### config.mk
export PLATFORM = sky130hd
export DESIGN_NAME = t_frame_scheduler
export DESIGN_NICKNAME = d
export VERILOG_FILES = /design/src/rtl/t_frame_scheduler.sv
export SDC_FILE = /design/constraint.sdc
export NUM_CORES = 1
export LEC_CHECK = 0
export CORE_AREA = 2 2 63 59
export DETAILED_ROUTE_END_ITERATION = 6
export DIE_AREA = 0 0 65 61
export PLACE_DENSITY = 0.84
export SKIP_CTS_REPAIR_TIMING = 1
export SYNTH_ARGS = -nofsm -noshare
export SYNTH_HDL_FRONTEND = slang
export SYNTH_SLANG_ARGS = --single-unit
### constraint.sdc
create_clock -name i_clk -period 2.9 [get_ports i_clk]
set_input_delay 0.58 -clock i_clk [delete_from_list [all_inputs] [get_ports i_clk]]
set_output_delay 0.58 -clock i_clk [all_outputs]
set_load 0.1 [all_outputs]
### src/rtl/t_frame_scheduler.sv
// Purpose: round-robin transmit frame scheduler, 4 requesters -> one serial 16-bit {HEADER, payload} channel.
// Latency: grant is combinational in the boundary cycle T; frame bit 15 on data_out at T+1, bit 0 at T+16.
// Backpressure: none on the wire side; requesters hold req/payload until granted, en only acts at frame boundaries.
module t_frame_scheduler #(
    parameter logic [3:0]  HEADER       = 4'd6,
    parameter logic [11:0] IDLE_PAYLOAD = 12'h000
) (
    input  logic        i_clk,
    input  logic        i_rst,
    input  logic        i_en,
    input  logic [3:0]  i_req,
    input  logic [47:0] i_payload,
    output logic [3:0]  o_grant,
    output logic        o_data_out,
    output logic        o_frame_start,
    output logic [1:0]  o_cur_id,
    output logic        o_cur_valid
);

    logic [15:0] r_shift;
    logic [3:0]  r_cnt;
    logic [1:0]  r_ptr;
    logic        r_run;
    logic        r_frame_start;
    logic [1:0]  r_cur_id;
    logic        r_cur_valid;

    logic        w_boundary;
    logic        w_win_vld;
    logic [1:0]  w_win_idx;
    logic        w_grant_fire;
    logic [11:0] w_payload_sel;

    assign w_boundary = (r_cnt == 4'd15);

    // Round-robin search: ptr+1 has highest priority, ptr itself lowest.
    // Scanning from the lowest-priority offset upward lets the best match overwrite.
    always_comb begin
        w_win_vld = 1'b0;
        w_win_idx = r_ptr;
        for (int o = 4; o >= 1; o--) begin
            if (i_req[r_ptr + 2'(o)]) begin
                w_win_vld = 1'b1;
                w_win_idx = r_ptr + 2'(o);
            end
        end
    end

    // Grant is only visible in a running boundary cycle and never while reset is held.
    assign w_grant_fire  = w_boundary && i_en && w_win_vld && !i_rst;
    assign w_payload_sel = i_payload[w_win_idx * 12 +: 12];
    assign o_grant       = w_grant_fire ? (4'b0001 << w_win_idx) : 4'b0000;

    // Bit counter: free-running, the value 15 marks the frame boundary.
    always_ff @(posedge i_clk or posedge i_rst) begin
        if (i_rst) begin
            r_cnt <= 4'd15;
        end else begin
            r_cnt <= r_cnt + 4'd1;
        end
    end

    // Shift register: load a new frame at the boundary, otherwise shift out MSB first.
    always_ff @(posedge i_clk or posedge i_rst) begin
        if (i_rst) begin
            r_shift <= 16'h0000;
        end else if (w_boundary) begin
            if (!i_en) begin
                r_shift <= 16'h0000;
            end else if (w_win_vld) begin
                r_shift <= {HEADER, w_payload_sel};
            end else begin
                r_shift <= {HEADER, IDLE_PAYLOAD};
            end
        end else begin
            r_shift <= {r_shift[14:0], 1'b0};
        end
    end

    // Frame ownership, run flag and frame_start, all updated on the boundary.
    always_ff @(posedge i_clk or posedge i_rst) begin
        if (i_rst) begin
            r_ptr         <= 2'd3;
            r_run         <= 1'b0;
            r_frame_start <= 1'b0;
            r_cur_id      <= 2'd0;
            r_cur_valid   <= 1'b0;
        end else if (w_boundary) begin
            r_run         <= i_en;
            r_frame_start <= i_en;
            if (i_en && w_win_vld) begin
                r_ptr       <= w_win_idx;
                r_cur_id    <= w_win_idx;
                r_cur_valid <= 1'b1;
            end else begin
                r_cur_valid <= 1'b0;
            end
        end else begin
            r_frame_start <= 1'b0;
        end
    end

    assign o_data_out    = r_shift[15];
    assign o_frame_start = r_frame_start;
    assign o_cur_id      = r_cur_id;
    assign o_cur_valid   = r_cur_valid;

endmodule

== After elaboration in Yosys (flattened, before gate mapping) ==
Index checks and enable logic that the tools add are counted.

* Output and inout port bits: 9
* Latch bits: 0
* Register bits after elaboration: 26
* ROM bits: 0
* Memories: 0
* RAM bits: 0

* Eq/ne operators: 1
* Order comparisons: 4
* Divide/modulo/power cells: 0
* Reductions and logical operators: 6
* Mux-type cells: 21
* $add $sub $neg: 4
* Bitwise gates (word level): 0
* Multiply operators: 1
* Shift operators: 2

{| class="wikitable"
|+ Operators by type and width
! operator !! count
|-
| $shiftx A48 B7 Y12 || 1
|-
| $mux W16 || 1
|-
| $mux W15 || 1
|-
| $lt A2 B3 Y1 const B || 4
|-
| $mux W12 || 1
|-
| $mux W1 || 10
|-
| $bmux W1 S2 || 4
|-
| $mux W2 || 3
|-
| $add A2 B2 Y2 const B || 2
|-
| $add A4 B1 Y4 const B || 1
|-
| $eq A4 B4 Y1 const B || 1
|-
| $logic_and A1 B1 Y1 || 4
|-
| $mul A2 B2 Y4 const B || 1
|-
| $mux W4 || 1
|-
| $shl A1 B2 Y4 const A || 1
|-
| $add A2 B1 Y2 const B || 1
|-
| $reduce_and A2 Y1 || 1
|-
| $logic_not A1 Y1 || 1
|}

== Longest topological paths before layout ==
Gate-level depths: netlist of the first run.

* Depth after elaboration: 11
* Depth in mapped cells: 7
* Gate-level depth less buffers: 5

== Least setup slack after synthesis of the first run ==
OpenSTA, ideal clock, no wires.

* Kind: register to output
* Start: register r_ptr[1]
* End: output o_grant[1]
* Cell stages (with the launch flop): 7
* Arrival time: 2746 ps
* Path buffers: 2
* Setup slack: -426 ps
* Path through: dfstp_2 buf_6 mux2i_1 a221oi_2 buf_6 or4_1 nor2_1

* Longest elaborated chain between the ends: 9
* Elaborated cells on any way between the ends: 22

{| class="wikitable"
|+ Ends and longest elaborated chain
! what !! RTL line !! text
|-
| start, declared || 22 || <nowiki>logic [1:0] r_ptr;</nowiki>
|-
| start signal, assigned || 92 || <nowiki>r_ptr <= w_win_idx;</nowiki>
|-
| $add A2 B2 Y2 or $bmux W1 S2 (tied branches) || 42, 44 ||
|-
| $bmux W1 S2 or $mux W1 (tied branches) || 42 || <nowiki>if (i_req[r_ptr + 2'(o)]) begin</nowiki>
|-
| $mux W1 (not written as such) || 42 ||
|-
| $mux W1 (3 in series) || 42 ||
|-
| $logic_and A1 B1 Y1 (2 in series) || 50 || <nowiki>assign w_grant_fire = w_boundary && i_en && w_win_vld && !i_rst;</nowiki>
|-
| $mux W4 * || 52 || <nowiki>assign o_grant = w_grant_fire ? (4'b0001 << w_win_idx) : 4'b0000;</nowiki>
|-
| end, declared || 13 || <nowiki>output logic [3:0] o_grant,</nowiki>
|}

Mark *: on every way between the ends. The rest lies on a longest branch, timed or not. The select of a mux whose other input is x is not followed.

== Final worst setup path of the first run ==
* Start: input i_req[0]
* End: output o_grant[1]

* Longest elaborated chain between the ends: 9
* Elaborated cells on any way between the ends: 19

{| class="wikitable"
|+ Ends and longest elaborated chain
! what !! RTL line !! text
|-
| start, declared || 11 || <nowiki>input logic [3:0] i_req,</nowiki>
|-
| $bmux W1 S2 || 42 ||
|-
| $mux W1 (not written as such) || 42 ||
|-
| $mux W1 (4 in series) || 42 ||
|-
| $logic_and A1 B1 Y1 (2 in series) || 50 ||
|-
| $mux W4 * || 52 ||
|}

Marks and branches as above.

==> out/metrics.csv, run 1 <==
metric,value,unit
die_h,61,µm
violations,setup timing,
die_w,65,µm
min_path_type,reg -> reg,
leakagePower,0.9920,nW
fin_nets,246,
syn_inst,121,
maxSlewHeadroom,61.88,%
gp_congestion,0.8394,
grt_max_degree,27,
fillers,253,
grt_pass1_vias,1235,
rsz0062_at_grt,true,
ir_drop,0.2837,mV
synth-seq-cells,26,
ys.flop_type,dfrtp_1,
num_vias,1211,
synth_top_family_by_area,multiplexers,
area_delta_synth_final,53.28,%
io_buffers,63,
antenna_found_initial,0,
cts_sinks,26,
synthAdderAreaFrac,0.8636,%
setup_viol,2,
synth_edf_count,0,
via_per_inst,5.197,
clock_latency,0.27,ns
postSynthAreaPerCell,11.97,µm²
core-area,3278,µm²
path_class,in -> out,
cts_tree,done,
tightest_slew,0.5702,ns
cp.arrival,2.33,ns
hold_viol_final,0,
synth_xor_area_share,1.209,%
place_area,2146,µm²
pin_count,64,
numCtsBuffers,3,
route.detailed.drc,0,
power_density,436.8,nW/µm²
grt_pass1_wl,5713,µm
drt_wl_total,3496,µm
drt_iter0_drc,69,
start_kind,input port,
final_common_cell,clkdlybuf4s50_1,
cap_violations,0,
track_usage,19.16,%
cp_max_fo,4,
dp_hpwl,2773,µm
synth_compound_area_share,16.41,%
power,0.9702,mW
design_area,2221,µm²
clock_path_buffers,2,
post_drt_wl_per_cell,15.00,µm
yosysWarnings,0,
synthMuxAreaShare,17.96,%
layout.cells.most_common_list,"clkdlybuf4s50_1, mux2i_1, dfrtp_1",
fin_crit,2.909,ns
ys_types,32,
setup_slack,-0.008935,ns
drv_slew,0,
async_flop_share,100.0,%
diodes,0,
syn_area,1449,µm²
finClkSkew,0.005334,ns
cts.clk_slew.worst_paths,0.09,ns
cts-root-buf,clkbuf_8,
drive_above_1_share,22.75,%
ant_nets,0,
end_kind,output pin,
synth-simple-area-share,11.49,%
rows,20,
fin_cells,233,
period_share,100.3,%
htreeDepth,1,
synth_seq_area_share,45.42,%
tns,-0.01546,ns
die_area,3965,µm²
initial_core_util,44.20,%
fmax,343.8,MHz
dr.pass1.iters,4,
status,"finished, violations left",
dp.cells,228,
required,2.32,ns
syn-num-nets,177,
grt_overflow,0,
flip-flops by register name, summed over array words and instances, names as in the netlist:
| register | count |
|---|---|
| r_cnt | 4 |
| r_shift | 16 |
| o_cur_valid | 1 |
| r_ptr | 2 |
| o_cur_id | 2 |
| o_frame_start | 1 |
kinds of logic after synthesis:
logic type,Yosys count
AND/OR/NAND/NOR,35
multiplexers,26
flip-flops,26
AO/OA/AOI/OAI,21
buffers and inverters,10
XOR/XNOR,2
adder cells (fa/ha/maj),1
synthesized netlist by cell type (2+ instances only):
master / number / area share (%)
mux2i_1: 26 / 18
nand3_1: 3 / 1.0
o221ai_2: 9 / 9.3
and2_1: 2 / 0.86
buf_6: 3 / 2.3
nand2_1: 18 / 4.7
buf_12: 2 / 2.8
o21a_1: 4 / 2.1
inv_1: 3 / 0.78
dfrtp_1: 20 / 35
nor2_1: 4 / 1.0
dfstp_2: 6 / 11
o221ai_1: 2 / 1.2
routing by layer:
metal  wire (µm)  vias to the layer above  GRT usage, %
met4          47                        0         6.383
met3         249                        5         3.525
met5           0                        -             0
li1            -                      583             -
met1        1358                      570         22.55
met2        1841                       53         35.79
worst max-delay path: stages:
cell and delay (ns):
clkdlybuf4s50_1 0.50, mux2i_2 0.27, a221oi_4 0.12, or4_1 0.44
nor2_1 0.21, buf_12 0.21
area by class of cell:
| cell class | count | area, µm² | area share [%] |
|---|---|---|---|
| timing repair buffer | 71 | 721.9 | 32.51 |
| clock buffer | 4 | 55.05 | 2.479 |
| sequential | 26 | 658.1 | 29.63 |
| inverter | 3 | 11.26 | 0.5070 |
| multi-input combinational | 85 | 719.4 | 32.39 |
| tap | 44 | 55.05 | 2.479 |
power by group:
part / internal, mW / leakage, nW / switching [mW]
clock network: 0.121 / 0.0288 / 0.108
logic: 0.165 / 0.644 / 0.156
registers: 0.401 / 0.319 / 0.0183
metrics by stage:
stage	utilization [%]	setup WS [ns]	hold slack [ns]
after global placement	65.46	0.05213	0.4322
after detailed placement	65.46	-0.05957	0.4347
after CTS	67.14	-0.07723	0.4541
after floorplan	-	-0.4255	0.4226
final	67.75	-0.008935	0.4517
after global routing	67.75	-0.09534	0.4629
worst paths after layout:
kind	startpoint	depth (start not counted)	to	slack, ns
setup / recovery	i_req[0]	6	o_grant[1]	-0.009
hold / removal	r_shift[14]	1	r_shift[15]	0.45
setup reg to reg	r_cnt[0]	8	r_shift[4]	0.78
hold reg to reg	r_shift[14]	1	r_shift[15]	0.45
max in group asynchronous	i_rst	3	r_ptr[1]	1.86
min in group asynchronous	i_rst	3	o_frame_start	0.75
No activity file was read; power rests on OpenSTA's default activity.
==> inputs of run 2 (changes only) <==
--- a/config.mk
+++ b/config.mk
@@ -5,10 +5,12 @@
 export SDC_FILE = /design/constraint.sdc
 export NUM_CORES = 1
 export LEC_CHECK = 0
-export CORE_AREA = 2 2 63 59
+export CELL_PAD_IN_SITES_DETAIL_PLACEMENT = 1
+export CELL_PAD_IN_SITES_GLOBAL_PLACEMENT = 2
+export CORE_AREA = 2 2 81 75
 export DETAILED_ROUTE_END_ITERATION = 6
-export DIE_AREA = 0 0 65 61
-export PLACE_DENSITY = 0.84
+export DIE_AREA = 0 0 83 77
+export PLACE_DENSITY_LB_ADDON = 0.1
 export SKIP_CTS_REPAIR_TIMING = 1
 export SYNTH_ARGS = -nofsm -noshare
 export SYNTH_HDL_FRONTEND = slang
==> run 2 against run 1 <==
Net effect:
- the flow now finishes without violations
- sequential power is essentially flat
- combinational power shrank 1%
- clock-buffer cell count is the same
- sequential cell count is the same
- routed wire length grew 5.2%
- final area grew 1.7%
- largest cell class is now multi-input gates
- largest power group unchanged
==> out/metrics.csv, run 2 (same netlist as run 1, synthesis figures left out) <==
metric,value,unit,change
status,completed,,
numCtsBuffers,3,,unchanged
grt_pass1_vias,1302,,+5.4%
fin_crit,2.719,ns,-0.1899 ns
initial_core_util,26.05,%,-18 points
maxSlewHeadroom,59.42,%,-2.5 points
clock_path_buffers,2,,unchanged
drive_above_1_share,24.47,%,+1.7 points
cts_tree,done,,
required,2.32,ns,about the same
route.detailed.drc,0,,unchanged
drt_wl_total,3678,µm,+5.2%
setup_viol,0,,-2
num_vias,1206,,-0.41%
drv_slew,0,,unchanged
ant_nets,0,,unchanged
swShare,29.38,%,+0.23 points
cp.arrival,2.14,ns,-0.19 ns
internal_power,0.6838,mW,-0.51%
period_share,93.76,%,-6.5 points
r2r_setup_slack,0.84,ns,+0.06 ns
min_path_type,reg -> reg,,
layout.cells.most_common_list,"clkdlybuf4s50_1, mux2i_1, dfrtp_1",,
multi_input_area,732.0,µm²,+1.7%
rows,26,,+30%
track_usage,11.94,%,-7.2 points
reg_top3,"r_shift x16, r_cnt x4",,
dp_hpwl,2905,µm,+4.7%
top_register,r_shift,,
cts_sinks,26,,unchanged
grt_overflow,0,,unchanged
cap_violations,0,,unchanged
die_area,6391,µm²,+61%
drt-met1-wl,1590,µm,+17%
io_buffers,63,,unchanged
fillers,603,,+140%
dr_wl_met2,1907,µm,+3.6%
cp_max_fo,4,,unchanged
dr.pass1.iters,4,,unchanged
clock_latency,0.27,ns,about the same
finClkSkew,0.003349,ns,-0.001985 ns
fmax,367.8,MHz,+7.0%
reg2reg_to,r_shift[4],,
drt_iter0_drc,26,,-62%
area_delta_synth_final,55.96,%,
clock_power_share,23.9,%,+0.2 points
r2r_start,r_ptr[1],,
htreeDepth,1,,unchanged
power_density,428.5,nW/µm²,-1.9%
holdWs,0.4549,ns,+0.003109 ns
gp_congestion,0.7128,,-15%
end_kind,output pin,,
leakagePower,1.002,nW,+0.97%
largest_reg_flops,16,,unchanged
setup_slack,0.1810,ns,+0.1899 ns
cts-root-buf,clkbuf_8,,
maxUsedRoutingLayer,met4,,
diodes,0,,unchanged
hold_path_startpoint,r_shift[12],,
post_drt_wl_per_cell,14.26,µm,-5.0%
core-area,5563,µm²,+70%
die_w,83,µm,+28%
place_area,2178,µm²,+1.5%
die_h,77,µm,+26%
fin_nets,245,,-0.41%
combPwrFrac,32.7,%,-0.4 points
design_area,2260,µm²,+1.7%
crit_start,i_req[3],,
dpl_worst_slack,-0.01610,ns,+0.04346 ns
grt_max_degree,27,,unchanged
antenna_found_initial,0,,unchanged
ir_drop,0.2063,mV,-27%
start_kind,input port,,
r2r_cells,5,,-3
final_common_cell,clkdlybuf4s50_1,,
cts.clk_slew.worst_paths,0.08,ns,about the same
pin_count,64,,unchanged
route.met3.wl,140,µm,-44%
grt_pass1_wl,6230,µm,+9.0%
path_class,in -> out,,
critPathCapture,o_grant[1],,
pwr-share-seq,43.4,%,+0.2 points
switchingPower,0.2845,mW,+0.60%
tightest_slew,0.6071,ns,+0.03689 ns
hold_viol_final,0,,unchanged
via_per_inst,4.674,,-10%
rsz0062_at_grt,false,,
seq_area,658.1,µm²,unchanged
run 2: worst min path at each step:
stage | to | slack (ns) | cells after the start
floorplan | r_shift[13] | 0.42 | 2
global placement | r_shift[12] | 0.43 | 1
detailed placement | r_shift[12] | 0.44 | 1
CTS | r_shift[12] | 0.46 | 1
global route | r_cnt[0] | 0.49 | 1
finish | r_shift[13] | 0.45 | 2
run 2: area by class of cell:
type | instances | share of cell area [%]
multi-input combinational | 85 | 32.39
tap | 70 | 3.876
timing repair buffer | 70 | 31.67
clock buffer | 4 | 2.436
sequential | 26 | 29.13
inverter | 3 | 0.4983
run 2: worst max-delay path: stages:
cell and delay, ns:
clkdlybuf4s50_1 0.57, nor4_1 0.12, or4_4 0.51, nor2_2 0.17, buf_12 0.19
run 2: per-stage QoR:
| stage | instances | power (mW) | utilization, % | TNS [ns] |
|---|---|---|---|---|
| finish | 258 | 0.9683 | 40.62 | 0 |
| global route | 258 | 1.027 | 40.62 | 0 |
| CTS | 258 | 0.9765 | 40.15 | -0.05210 |
| detailed placement | 254 | 0.7452 | 39.16 | -0.02894 |
| global placement | 254 | 0.7355 | 39.16 | 0 |
| floorplan | 121 | 0.6436 | - | -0.8511 |
run 2: power by group through the flow:
stage / clock [mW] / sequential [mW] / combinational (mW)
2_1_floorplan: 0 / 0.460 / 0.184
3_3_place_gp: 0 / 0.424 / 0.311
3_5_place_dp: 0 / 0.426 / 0.320
4_1_cts: 0.238 / 0.419 / 0.319
5_1_grt: 0.259 / 0.424 / 0.343
6_report: 0.231 / 0.420 / 0.317
run 2: routing by layer:
layer  track usage [%]  vias to the layer above
met4             3.443                        0
li1                  -                      577
met1             15.48                      594
met2             20.32                       31
met5                 0                        -
met3             2.153                        4
==> inputs of run 3 (changes only) <==
--- a/config.mk
+++ b/config.mk
@@ -8,6 +8,7 @@
 export CELL_PAD_IN_SITES_DETAIL_PLACEMENT = 1
 export CELL_PAD_IN_SITES_GLOBAL_PLACEMENT = 2
 export CORE_AREA = 2 2 81 75
+export CTS_CLUSTER_SIZE = 12
 export DETAILED_ROUTE_END_ITERATION = 6
 export DIE_AREA = 0 0 83 77
 export PLACE_DENSITY_LB_ADDON = 0.1
==> results of run 3 <==
No change in the layout: final DEF, timing and power equal those of run 2.
